**src/rtl/uart_tx_engine.sv**
```systemverilog
// UART transmitter: one-entry holding register in front of a frame
// sequencer that emits start, DATA_BITS data (LSB first), optional parity
// and STOP_BITS stop bits, advancing one bit per qualified baud tick.
`timescale 1ns/1ps
module uart_tx_engine #(
    parameter int DATA_BITS  = 8,
    parameter int PARITY_EN  = 0,
    parameter int PARITY_ODD = 0,
    parameter int STOP_BITS  = 1
) (
    input  logic       Clock,
    input  logic       Reset,
    input  logic       Enable,
    input  logic       baud_tick,
    input  logic [7:0] tx_data,
    input  logic       tx_valid,
    output logic       tx_ready,
    output logic       tx_out,
    output logic       busy,
    output logic       frame_done
);

    typedef enum logic [2:0] {
        S_IDLE, S_START, S_DATA, S_PARITY, S_STOP
    } state_t;

    localparam logic [2:0] LAST_BIT  = 3'(DATA_BITS - 1);
    localparam logic       LAST_STOP = 1'(STOP_BITS - 1);
    localparam logic [7:0] DATA_MASK = 8'((1 << DATA_BITS) - 1);
    localparam logic       HAS_PAR   = (PARITY_EN != 0);
    localparam logic       ODD_PAR   = (PARITY_ODD != 0);

    state_t     state, state_nxt;
    logic [7:0] hold, shifter;
    logic       hold_full;
    logic [2:0] bit_cnt, bit_cnt_nxt;
    logic       stop_cnt, stop_cnt_nxt;
    logic       tx_nxt, done_nxt, load;
    logic       qtick, accept, last_bit, last_stop, parity;

    assign qtick     = baud_tick && Enable;
    assign tx_ready  = Enable && !hold_full;
    assign accept    = tx_valid && tx_ready;
    assign busy      = (state != S_IDLE) || hold_full;
    assign last_bit  = (bit_cnt == LAST_BIT);
    assign last_stop = (stop_cnt == LAST_STOP);
    assign parity    = (^(shifter & DATA_MASK)) ^ ODD_PAR;

    // State register plus the frame datapath that moves with it
    always_ff @(posedge Clock or posedge Reset) begin
        if (Reset) begin
            state      <= S_IDLE;
            shifter    <= '0;
            bit_cnt    <= '0;
            stop_cnt   <= 1'b0;
            tx_out     <= 1'b1;
            frame_done <= 1'b0;
        end else begin
            state      <= state_nxt;
            bit_cnt    <= bit_cnt_nxt;
            stop_cnt   <= stop_cnt_nxt;
            tx_out     <= tx_nxt;
            frame_done <= done_nxt;
            if (load) shifter <= hold;
        end
    end

    // Holding register: a load empties it, an accept fills it; the two never
    // coincide because accept needs it empty and load needs it full
    always_ff @(posedge Clock or posedge Reset) begin
        if (Reset) begin
            hold      <= '0;
            hold_full <= 1'b0;
        end else if (load) begin
            hold_full <= 1'b0;
        end else if (accept) begin
            hold      <= tx_data;
            hold_full <= 1'b1;
        end
    end

    // Next-state decode; only qualified ticks move the sequencer
    always_comb begin
        state_nxt = state;
        if (qtick) begin
            case (state)
                S_IDLE:   if (hold_full) state_nxt = S_START;
                S_START:  state_nxt = S_DATA;
                S_DATA:   if (last_bit) state_nxt = HAS_PAR ? S_PARITY : S_STOP;
                S_PARITY: state_nxt = S_STOP;
                S_STOP:   if (last_stop) state_nxt = hold_full ? S_START : S_IDLE;
                default:  state_nxt = S_IDLE;
            endcase
        end
    end

    // Line value, counters, load strobe and end-of-frame pulse for this tick
    always_comb begin
        tx_nxt       = tx_out;
        done_nxt     = 1'b0;
        bit_cnt_nxt  = bit_cnt;
        stop_cnt_nxt = stop_cnt;
        load         = 1'b0;
        if (qtick) begin
            case (state)
                S_IDLE: begin
                    if (hold_full) begin
                        load   = 1'b1;
                        tx_nxt = 1'b0;
                    end
                end
                S_START: begin
                    tx_nxt      = shifter[0];
                    bit_cnt_nxt = '0;
                end
                S_DATA: begin
                    if (last_bit) begin
                        // stop counter restarts on every entry to STOP
                        stop_cnt_nxt = 1'b0;
                        tx_nxt       = HAS_PAR ? parity : 1'b1;
                    end else begin
                        bit_cnt_nxt = bit_cnt + 3'd1;
                        tx_nxt      = shifter[bit_cnt + 3'd1];
                    end
                end
                S_PARITY: begin
                    tx_nxt       = 1'b1;
                    stop_cnt_nxt = 1'b0;
                end
                S_STOP: begin
                    if (!last_stop) begin
                        stop_cnt_nxt = stop_cnt + 1'b1;
                        tx_nxt       = 1'b1;
                    end else begin
                        // frame ends here; a waiting word starts immediately
                        done_nxt = 1'b1;
                        if (hold_full) begin
                            load   = 1'b1;
                            tx_nxt = 1'b0;
                        end else begin
                            tx_nxt = 1'b1;
                        end
                    end
                end
                default: tx_nxt = 1'b1;
            endcase
        end
    end

endmodule

```
**config.mk**
```make
export PLATFORM = sky130hd
export DESIGN_NAME = uart_tx_engine
export DESIGN_NICKNAME = d
export VERILOG_FILES = /design/src/rtl/uart_tx_engine.sv
export SDC_FILE = /design/constraint.sdc
export NUM_CORES = 1
export LEC_CHECK = 0
export ABC_CLOCK_PERIOD_IN_PS = 1900
export CELL_PAD_IN_SITES_DETAIL_PLACEMENT = 0
export CELL_PAD_IN_SITES_GLOBAL_PLACEMENT = 1
export CORE_MARGIN = 5
export CORE_UTILIZATION = 37
export CTS_CLUSTER_SIZE = 12
export DETAILED_ROUTE_END_ITERATION = 12
export GPL_ROUTABILITY_DRIVEN = 0
export PLACE_DENSITY_LB_ADDON = 0.1
export SETUP_SLACK_MARGIN = 0.4
export SLEW_MARGIN = 20
export SYNTH_ARGS = -nofsm -noshare
export SYNTH_HDL_FRONTEND = slang
export SYNTH_SLANG_ARGS = --single-unit
```
**constraint.sdc**
```tcl
create_clock -name Clock -period 1.9 [get_ports Clock]
set_input_delay 0.285 -clock Clock [delete_from_list [all_inputs] [get_ports Clock]]
set_output_delay 0.285 -clock Clock [all_outputs]
set_load 0.02 [all_outputs]
```
## After elaboration in Yosys (flattened, before gate mapping)

Cells that the tools add are included.

- Register bits: 26
- Output and inout bits: 4

- Multiplexer cells: 26
- $add $sub $neg: 2
- Bitwise gates (word level): 1
- Reductions and logical operators: 15
- Magnitude comparators: 1
- Eq/ne operators: 9

Operators with widths:

| operator | count |
|---|---|
| two-way mux 1 bit | 16 |
| case mux 3 bit (5 select lines) | 1 |
| two-way mux 3 bit | 4 |
| != test 2 bit (second input constant) | 4 |
| equality test 3 x 2 -> 1 bit (second input constant) | 2 |
| equality test 3 bit (second input constant) | 2 |
| case mux 3 bit (2 select lines) | 1 |
| AND reduction 3 bit | 2 |
| nonzero test 3 bit | 2 |
| less-than comparator 3 x 4 -> 1 bit (second input constant) | 1 |
| case mux 1 bit (4 select lines) | 1 |
| AND reduction 2 bit | 2 |
| AND reduction 4 bit | 1 |
| nonzero test 2 bit | 2 |
| adder 3 x 1 -> 3 bit (second input constant) | 1 |
| binary-select mux 1 bit (select 3 bit) | 1 |
| equality test 3 x 1 -> 1 bit (second input constant) | 1 |
| logical AND 1 bit | 3 |
| logical NOT 3 bit | 1 |
| case mux 1 bit (3 select lines) | 1 |
| case mux 1 bit (2 select lines) | 1 |
| adder 1 bit (second input constant) | 1 |
| logical NOT 1 bit | 1 |
| logical OR 1 bit | 1 |
| NOT 1 bit | 1 |

## Logic depth before layout (Yosys ltp)

Gate-level depths: netlist of the first run.

- Depth in word-level cells: 6
- Depth in mapped cells: 6

## Least setup slack after synthesis of the first run

Ideal clock, no wire load.

- Kind: register -> register
- From: reg bit_cnt[0]
- To: reg tx_out
- Cell stages (with the launch flop): 7
- Setup slack: -67 ps
- Data required time: 1811 ps
- Arrival: 1878 ps
- Cells stage by stage: dfrtp_1 > ha_1 > ha_1 > mux4_2 > mux2_2 > o21ai_1 > a31oi_1

- Longest elaborated chain between the ends: 5
- Elaborated cells between the ends (all ways): 6
- Those cells by class: 1 x add/sub; 1 x eq/ne; 4 x mux

Ends and longest elaborated chain:

| element | RTL line | text |
|---|---|---|
| from (decl) | 36 | `logic [2:0] bit_cnt, bit_cnt_nxt;` |
| from (signal assigned) | 60 | `bit_cnt <= bit_cnt_nxt;` |
| adder 3 x 1 -> 3 bit | 123 | `tx_nxt = shifter[bit_cnt + 3'd1];` |
| binary-select mux 1 bit (select 3 bit) | 123 |  |
| two-way mux 1 bit (implied by the code) | 123 |  |
| two-way mux 1 bit * | 117 | `if (last_bit) begin` |
| case mux 1 bit (4 select lines) * | 105 | `case (state)` |
| to (signal assigned) | 62 | `tx_out <= tx_nxt;` |
| to (decl) | 18 | `output logic tx_out,` |

Mark *: on every way between the ends. The rest lies on a longest branch, timed or not. The select of a mux whose other input is x is not followed.
A chain may end at the register's enable or synchronous reset.

## Worst setup path after layout of the first run

- From: reg bit_cnt[1]
- To: reg tx_out

Same word-level chain as after synthesis.

==> flow_summary.yaml, run 1 <==
route:
  routed_wl_um: 2043
  wl_per_cell_um: 14.09
  antenna_left: 0
  vias: 746
  drt_iter0_drc: 36
  drcViolationCount: 0
  drtPass1Iterations: 2
  via_per_inst: 5.145
worst_setup_path:
  crit-reg2reg-launch: "bit_cnt[1]$_DFFE_PP0P_"
  crit_fanout: 3
  cp_data_arrival_time_ps: 2180
  r2r_slack_ps: -7
  r2r_cells: 6
  slowest_delay_ps: 480
  cp-start-kind: "register"
  cp_top_family: "multiplexers"
  crit_chain: "ha_2, ha_4, mux4_2, mux2_4, o21ai_1, a31oi_1"
  r2r-end: "tx_out$_DFFE_PP1P_"
  slowest_stage: "mux4_2"
  cp-end-kind: "register"
  worstSetupPathType: "register to register"
  path_buf_inv: 0
  worstPathRequired_ps: 2170
clock_network:
  cts_tree: "yes"
  numCtsBuffers: 3
  clock_latency_ps: 320
  cts.clk_slew.worst_paths_ps: 150
  h-tree-depth: 1
  ctsRootBufferMaster: "clkbuf_4"
  cts_hold_buf: 0
  clock_sinks: 25
  clockBufferDepth: 2
power:
  p_per_area_mw_per_mm2: 1411
  seqPwrFrac_pct: 45.8
  p_int_mw: 1.388
  p_leak_nw: 0.6660
  p_comb_share_pct: 41.6
  ir_drop_mv: 0.8043
  p_sw_share_pct: 31.92
  p_clk_share_pct: 12.6
  switching_power_mw: 0.6508
run_status:
  outcome: "finished, violations left"
  violations: "setup timing"
timing:
  drv_slew: 0
  fin_crit_ps: 1907
  relSlewSlack_pct: 73.79
  worst_pin_slew_ps: 392.2
  fmax_mhz: 524.5
  fin_crit_sh_pct: 100.3
  setup_viol: 1
  clock_skew_ps: 4.048
  hold-worst-slack_ps: 291.1
  setup_slack_ps: -6.560
  rsz0062_at_grt: "true"
  finalHoldViolCount: 0
floorplan:
  dieArea_mm2: 0.004171
  core_mm2: 0.002805
  num_rows: 19
  start_util_pct: 39.30
  floorplan.die.width_um: 64.58
  io_pins: 17
  die_y_um: 64.58
yosys:
  ys_types: 26
  syn_area_mm2: 0.001102
  postSynthAreaPerCell_um2: 12.82
  yosysSeqAreaShare_pct: 56.87
  syn_nets: 101
  yosys_warnings: 0
  syn_inst: 86
  synth_seq_cells: 25
worst_hold_path:
  min_path_type: "input port to asynchronous set/reset pin"
global_route:
  grt_overflow_total: 0
  grt_max_degree: 26
  first_global_vias: 784
  antenna_found_initial: 0
  grtUsageTotal_pct: 11.09
  grt_pass1_wl_um: 3629
cells_and_area:
  layout_commonest_cell: "dfrtp_1"
  nFillCells: 265
  layout_common_cells: "dfrtp_1, mux2_2, nand2_1, clkdlybuf4s50_1, buf_4"
  area_growth_pct: 31.10
  fin_nets: 130
  drive_above_1_share_pct: 39.47
  antennaDiodeCount: 0
  fin_cells: 145
placement:
  port_buffers: 16
  dpl.cell_count: 138
  hpwlAfterDp_um: 1511
flow_run:
  timing.max_cap.violations: 0
## flip-flops by register name, summed over array words and instances, names as in the netlist
name	count
hold	8
shifter	8
bit_cnt	3
state	3
frame_done	1
hold_full	1
tx_out	1
## repair_timing
item	4_1_cts	5_1_grt
hold endpoints to repair	0	0
setup buffers	2	1
gates resized for setup	11	9
pin swaps	5	6
endpoints found under the setup margin	16	15
## synthesized netlist by cell type
cell | n | area, µm²
a21oi_1 | 1 | 5.000
nor2_1 | 2 | 7.510
and3_1 | 1 | 6.260
nand2_1 | 15 | 56.30
a31oi_1 | 1 | 6.260
o21a_1 | 1 | 7.510
nor3_1 | 1 | 5.000
clkbuf_1 | 1 | 3.750
nor2b_1 | 1 | 6.260
o21ai_0 | 4 | 20.02
o21ai_2 | 1 | 8.760
mux4_2 | 2 | 45.04
inv_1 | 1 | 3.750
o21ai_1 | 1 | 5.000
dfrtp_1 | 24 | 600.6
and2_1 | 1 | 6.260
a211o_1 | 2 | 17.52
nor3b_1 | 1 | 7.510
ha_1 | 2 | 25.02
o211ai_1 | 1 | 7.510
mux2_2 | 17 | 191.4
nand2b_1 | 1 | 6.260
dfstp_2 | 1 | 26.28
or3b_1 | 1 | 8.760
nand2b_4 | 1 | 13.76
nand3_1 | 1 | 5.000
## power groups by stage
stage                     logic (mW)  registers [mW]  clock network (mW)
after floorplan                0.547           0.910                   0
after global placement         0.737           0.939                   0
after detailed placement       0.762           0.943                   0
after CTS                      0.798           0.932               0.270
after global routing           0.934           0.969               0.294
final                          0.848           0.934               0.256
## layer usage
metal	vias to the layer above	global-route usage (%)	part of all wire, %
met5	-	0	0
met4	0	3.694	1.3
met3	4	4.145	3.8
met2	14	18.56	53
met1	363	13.19	42
li1	365	-	-
## logic make-up (layout without fill, tap and decap cells)
kind of cell	Yosys count	in the layout	share of synthesized area [%]
DFF	25	25	56.87
and+or+nand+nor	26	26	11.69
AOI/OAI and AO/OA	12	12	7.038
adders and majority gates	2	2	2.270
muxes	19	19	21.45
buffers and inverters	2	30	0.6804
## worst register-to-register path: stages, from the launching register on
cell     delay, ps
dfrtp_1        410
ha_2           200
ha_4           280
mux4_2         480
mux2_4         270
o21ai_1        130
a31oi_1         80
## through the flow
| step | utilization [%] | setup TNS [ps] | total power [mW] | instance area (µm²) | worst slack (ps) |
|---|---|---|---|---|---|
| 6_report | 51.52 | -6.560 | 2.039 | 1445 | -6.560 |
| 5_1_grt | 51.52 | -68.24 | 2.197 | 1445 | -68.24 |
| 4_1_cts | 50.22 | -3.178 | 2.000 | 1409 | -3.178 |
| 3_5_place_dp | 48.39 | 0 | 1.706 | 1358 | 12.19 |
| 3_3_place_gp | 48.39 | 0 | 1.676 | 1358 | 32.70 |
| 2_1_floorplan | - | 0 | 1.457 | 1117 | 21.83 |
## cell type report
class	instances	area (µm²)	share of cell area, %
clock buffers	3	22.52	1.558
clock inverters	1	8.758	0.6061
inverters	1	3.754	0.2597
multi-input cells	59	516.7	35.76
flip-flops and latches	25	628.1	43.46
well taps	31	38.79	2.684
repair buffers	25	226.5	15.67
## how the worst max path moves through the flow
stage	startpoint	to	slack, ps	cells past startpoint
floorplan	bit_cnt[0]$_DFFE_PP0P_	tx_out$_DFFE_PP1P_	20	6
global placement	Enable	tx_ready	30	3
detailed placement	bit_cnt[1]$_DFFE_PP0P_	tx_out$_DFFE_PP1P_	10	6
CTS	bit_cnt[0]$_DFFE_PP0P_	tx_out$_DFFE_PP1P_	-3	6
global route	bit_cnt[1]$_DFFE_PP0P_	tx_out$_DFFE_PP1P_	-70	6
finish	bit_cnt[1]$_DFFE_PP0P_	tx_out$_DFFE_PP1P_	-7	6
Note: power is estimated with default switching activity, not from simulation.
==> inputs of run 2 (changes only) <==
--- a/config.mk
+++ b/config.mk
@@ -13,7 +13,9 @@
 export CTS_CLUSTER_SIZE = 12
 export DETAILED_ROUTE_END_ITERATION = 12
 export GPL_ROUTABILITY_DRIVEN = 0
+export GPL_TIMING_DRIVEN = 0
 export PLACE_DENSITY_LB_ADDON = 0.1
+export REMOVE_ABC_BUFFERS = 1
 export SETUP_SLACK_MARGIN = 0.4
 export SLEW_MARGIN = 20
 export SYNTH_ARGS = -nofsm -noshare
==> run 2 against run 1 <==
The flow still finishes with violations (setup timing). Register-to-register slack is essentially flat. Die area is the same. Hold slack better by 160 ps. Power is 3.4% lower. Maximum frequency is 0.77% lower. Count of clock-buffer cells in the layout unchanged. Sequential power is essentially flat. Global-route usage shrank 0.53 points. Final cell count down 2.8%. Via count down 2.0%. Combinational power is 7.7% lower.
==> flow_summary.yaml, run 2 (same netlist as run 1, synthesis figures left out) <==
run_status:
  outcome: "finished, violations left"
  violations: "setup timing"
clock_network:
  clockBufferDepth: 2
  numCtsBuffers: 3
  ctsRootBufferMaster: "clkbuf_4"
  clock_latency_ps: 320
  h-tree-depth: 1
  cts.clk_slew.worst_paths_ps: 150
  cts_tree: "yes"
  clock_sinks: 25
cells_and_area:
  drive_above_1_share_pct: 39.09
  multi_input_area_um2: 509.2
  layout_commonest_cell: "dfrtp_1"
  reg_top3: "hold (8), shifter (8)"
  regArea_um2: 630.6
  fin_nets: 126
  area_growth_pct: 27.47
  layout_common_cells: "dfrtp_1, mux2_2, nand2_1, clkdlybuf4s50_1, buf_4"
  antennaDiodeCount: 0
  design_area_mm2: 0.001405
  nFillCells: 269
  fin_util_pct: 50.09
worst_setup_path:
  r2r-end: "tx_out$_DFFE_PP1P_"
  crit_top_cell: "ha_4"
  cp_data_arrival_time_ps: 2180
  worstSetupPathType: "register to register"
  slowest_delay_ps: 490
  r2r_slack_ps: -20
  slowest_stage: "mux4_2"
  cp-end-kind: "register"
  crit_chain: "ha_4, ha_4, mux4_2, mux2_2, o21ai_2, a31oi_1"
  worstPathRequired_ps: 2160
  cp-start-kind: "register"
  r2r_cells: 6
  crit_fanout: 3
  crit-reg2reg-launch: "bit_cnt[1]$_DFFE_PP0P_"
timing:
  rsz0062_at_grt: "true"
  setup_slack_ps: -21.44
  drv_slew: 0
  fmax_mhz: 520.4
  setup_viol: 1
  finalHoldViolCount: 0
  fin_crit_ps: 1921
  hold-worst-slack_ps: 446.5
  fin_tns_setup_ps: -21.44
  fin_crit_sh_pct: 101.1
  clock_skew_ps: 10.72
  relSlewSlack_pct: 37.56
  worst_pin_slew_ps: 935.6
worst_hold_path:
  min_path_type: "input port to asynchronous set/reset pin"
floorplan:
  dieArea_mm2: 0.004171
  io_pins: 17
  num_rows: 19
  start_util_pct: 39.30
  floorplan.die.width_um: 64.58
  core_mm2: 0.002805
  die_y_um: 64.58
global_route:
  grtUsageTotal_pct: 10.56
  grt_max_degree: 26
  first_global_vias: 747
  antenna_found_initial: 0
  grt_overflow_total: 0
  grt_pass1_wl_um: 3429
placement:
  hpwlAfterDp_um: 1375
  dpl-instance-area_mm2: 0.001297
  port_buffers: 16
route:
  via_per_inst: 5.184
  drcViolationCount: 0
  antenna_left: 0
  drtPass1Iterations: 4
  wl_per_cell_um: 13.86
  routed_wl_um: 1954
  vias: 731
  drt_iter0_drc: 33
power:
  ir_drop_mv: 0.7796
  p_leak_nw: 0.6446
  p_per_area_mw_per_mm2: 1402
flow_run:
  timing.max_cap.violations: 0
## run 2: final cells by class
class,count,share of cell area (%)
Timing Repair Buffer,21,13.62
Multi-Input combinational cell,59,36.24
Sequential cell,25,44.88
Clock inverter,1,0.6233
Inverter,1,0.2671
Clock buffer,3,1.603
Tap cell,31,2.760
## run 2: stage by stage
stage / power [mW] / setup WS, ps / instances
4_1_cts: 1.944 / -45.07 / 139
3_5_place_dp: 1.610 / -212.6 / 132
2_1_floorplan: 1.424 / -65.61 / 85
6_report: 1.970 / -21.44 / 141
3_3_place_gp: 1.582 / -200.8 / 132
5_1_grt: 2.141 / -119.6 / 141
## run 2: worst max path at each step
| stage | start | cells past startpoint | endpoint |
|---|---|---|---|
| after global routing | bit_cnt[1]$_DFFE_PP0P_ | 6 | tx_out$_DFFE_PP1P_ |
| after floorplan | bit_cnt[0]$_DFFE_PP0P_ | 6 | tx_out$_DFFE_PP1P_ |
| after global placement | bit_cnt[0]$_DFFE_PP0P_ | 6 | tx_out$_DFFE_PP1P_ |
| after detailed placement | bit_cnt[0]$_DFFE_PP0P_ | 6 | tx_out$_DFFE_PP1P_ |
| after CTS | bit_cnt[0]$_DFFE_PP0P_ | 6 | tx_out$_DFFE_PP1P_ |
| final | bit_cnt[1]$_DFFE_PP0P_ | 6 | tx_out$_DFFE_PP1P_ |
## run 2: worst max-delay path: cells and delay by family (launching register included)
kind / cells / cell delay (ps)
flip-flops: 1 / 440
adder cells (fa/ha/maj): 2 / 460
AO/OA/AOI/OAI: 2 / 200
multiplexers: 2 / 770
## run 2: layer usage
layer	global-route usage (%)	part of all wire [%]
met4	2.375	0.67
met1	13.59	46
met3	3.800	3.8
met2	17.14	50
met5	0	0
## run 2: where the power goes
part	total [mW]	switching, mW	internal (mW)
clock network	0.250	0.164	0.0856
registers	0.937	0.159	0.778
logic	0.783	0.308	0.475
total	1.97	0.632	1.34
## run 2: timing repair
item,CTS,global route
endpoints found under the setup margin,17,15
pin swaps,7,4
setup buffers,3,2
resized for setup,19,9
hold buffers,0,0
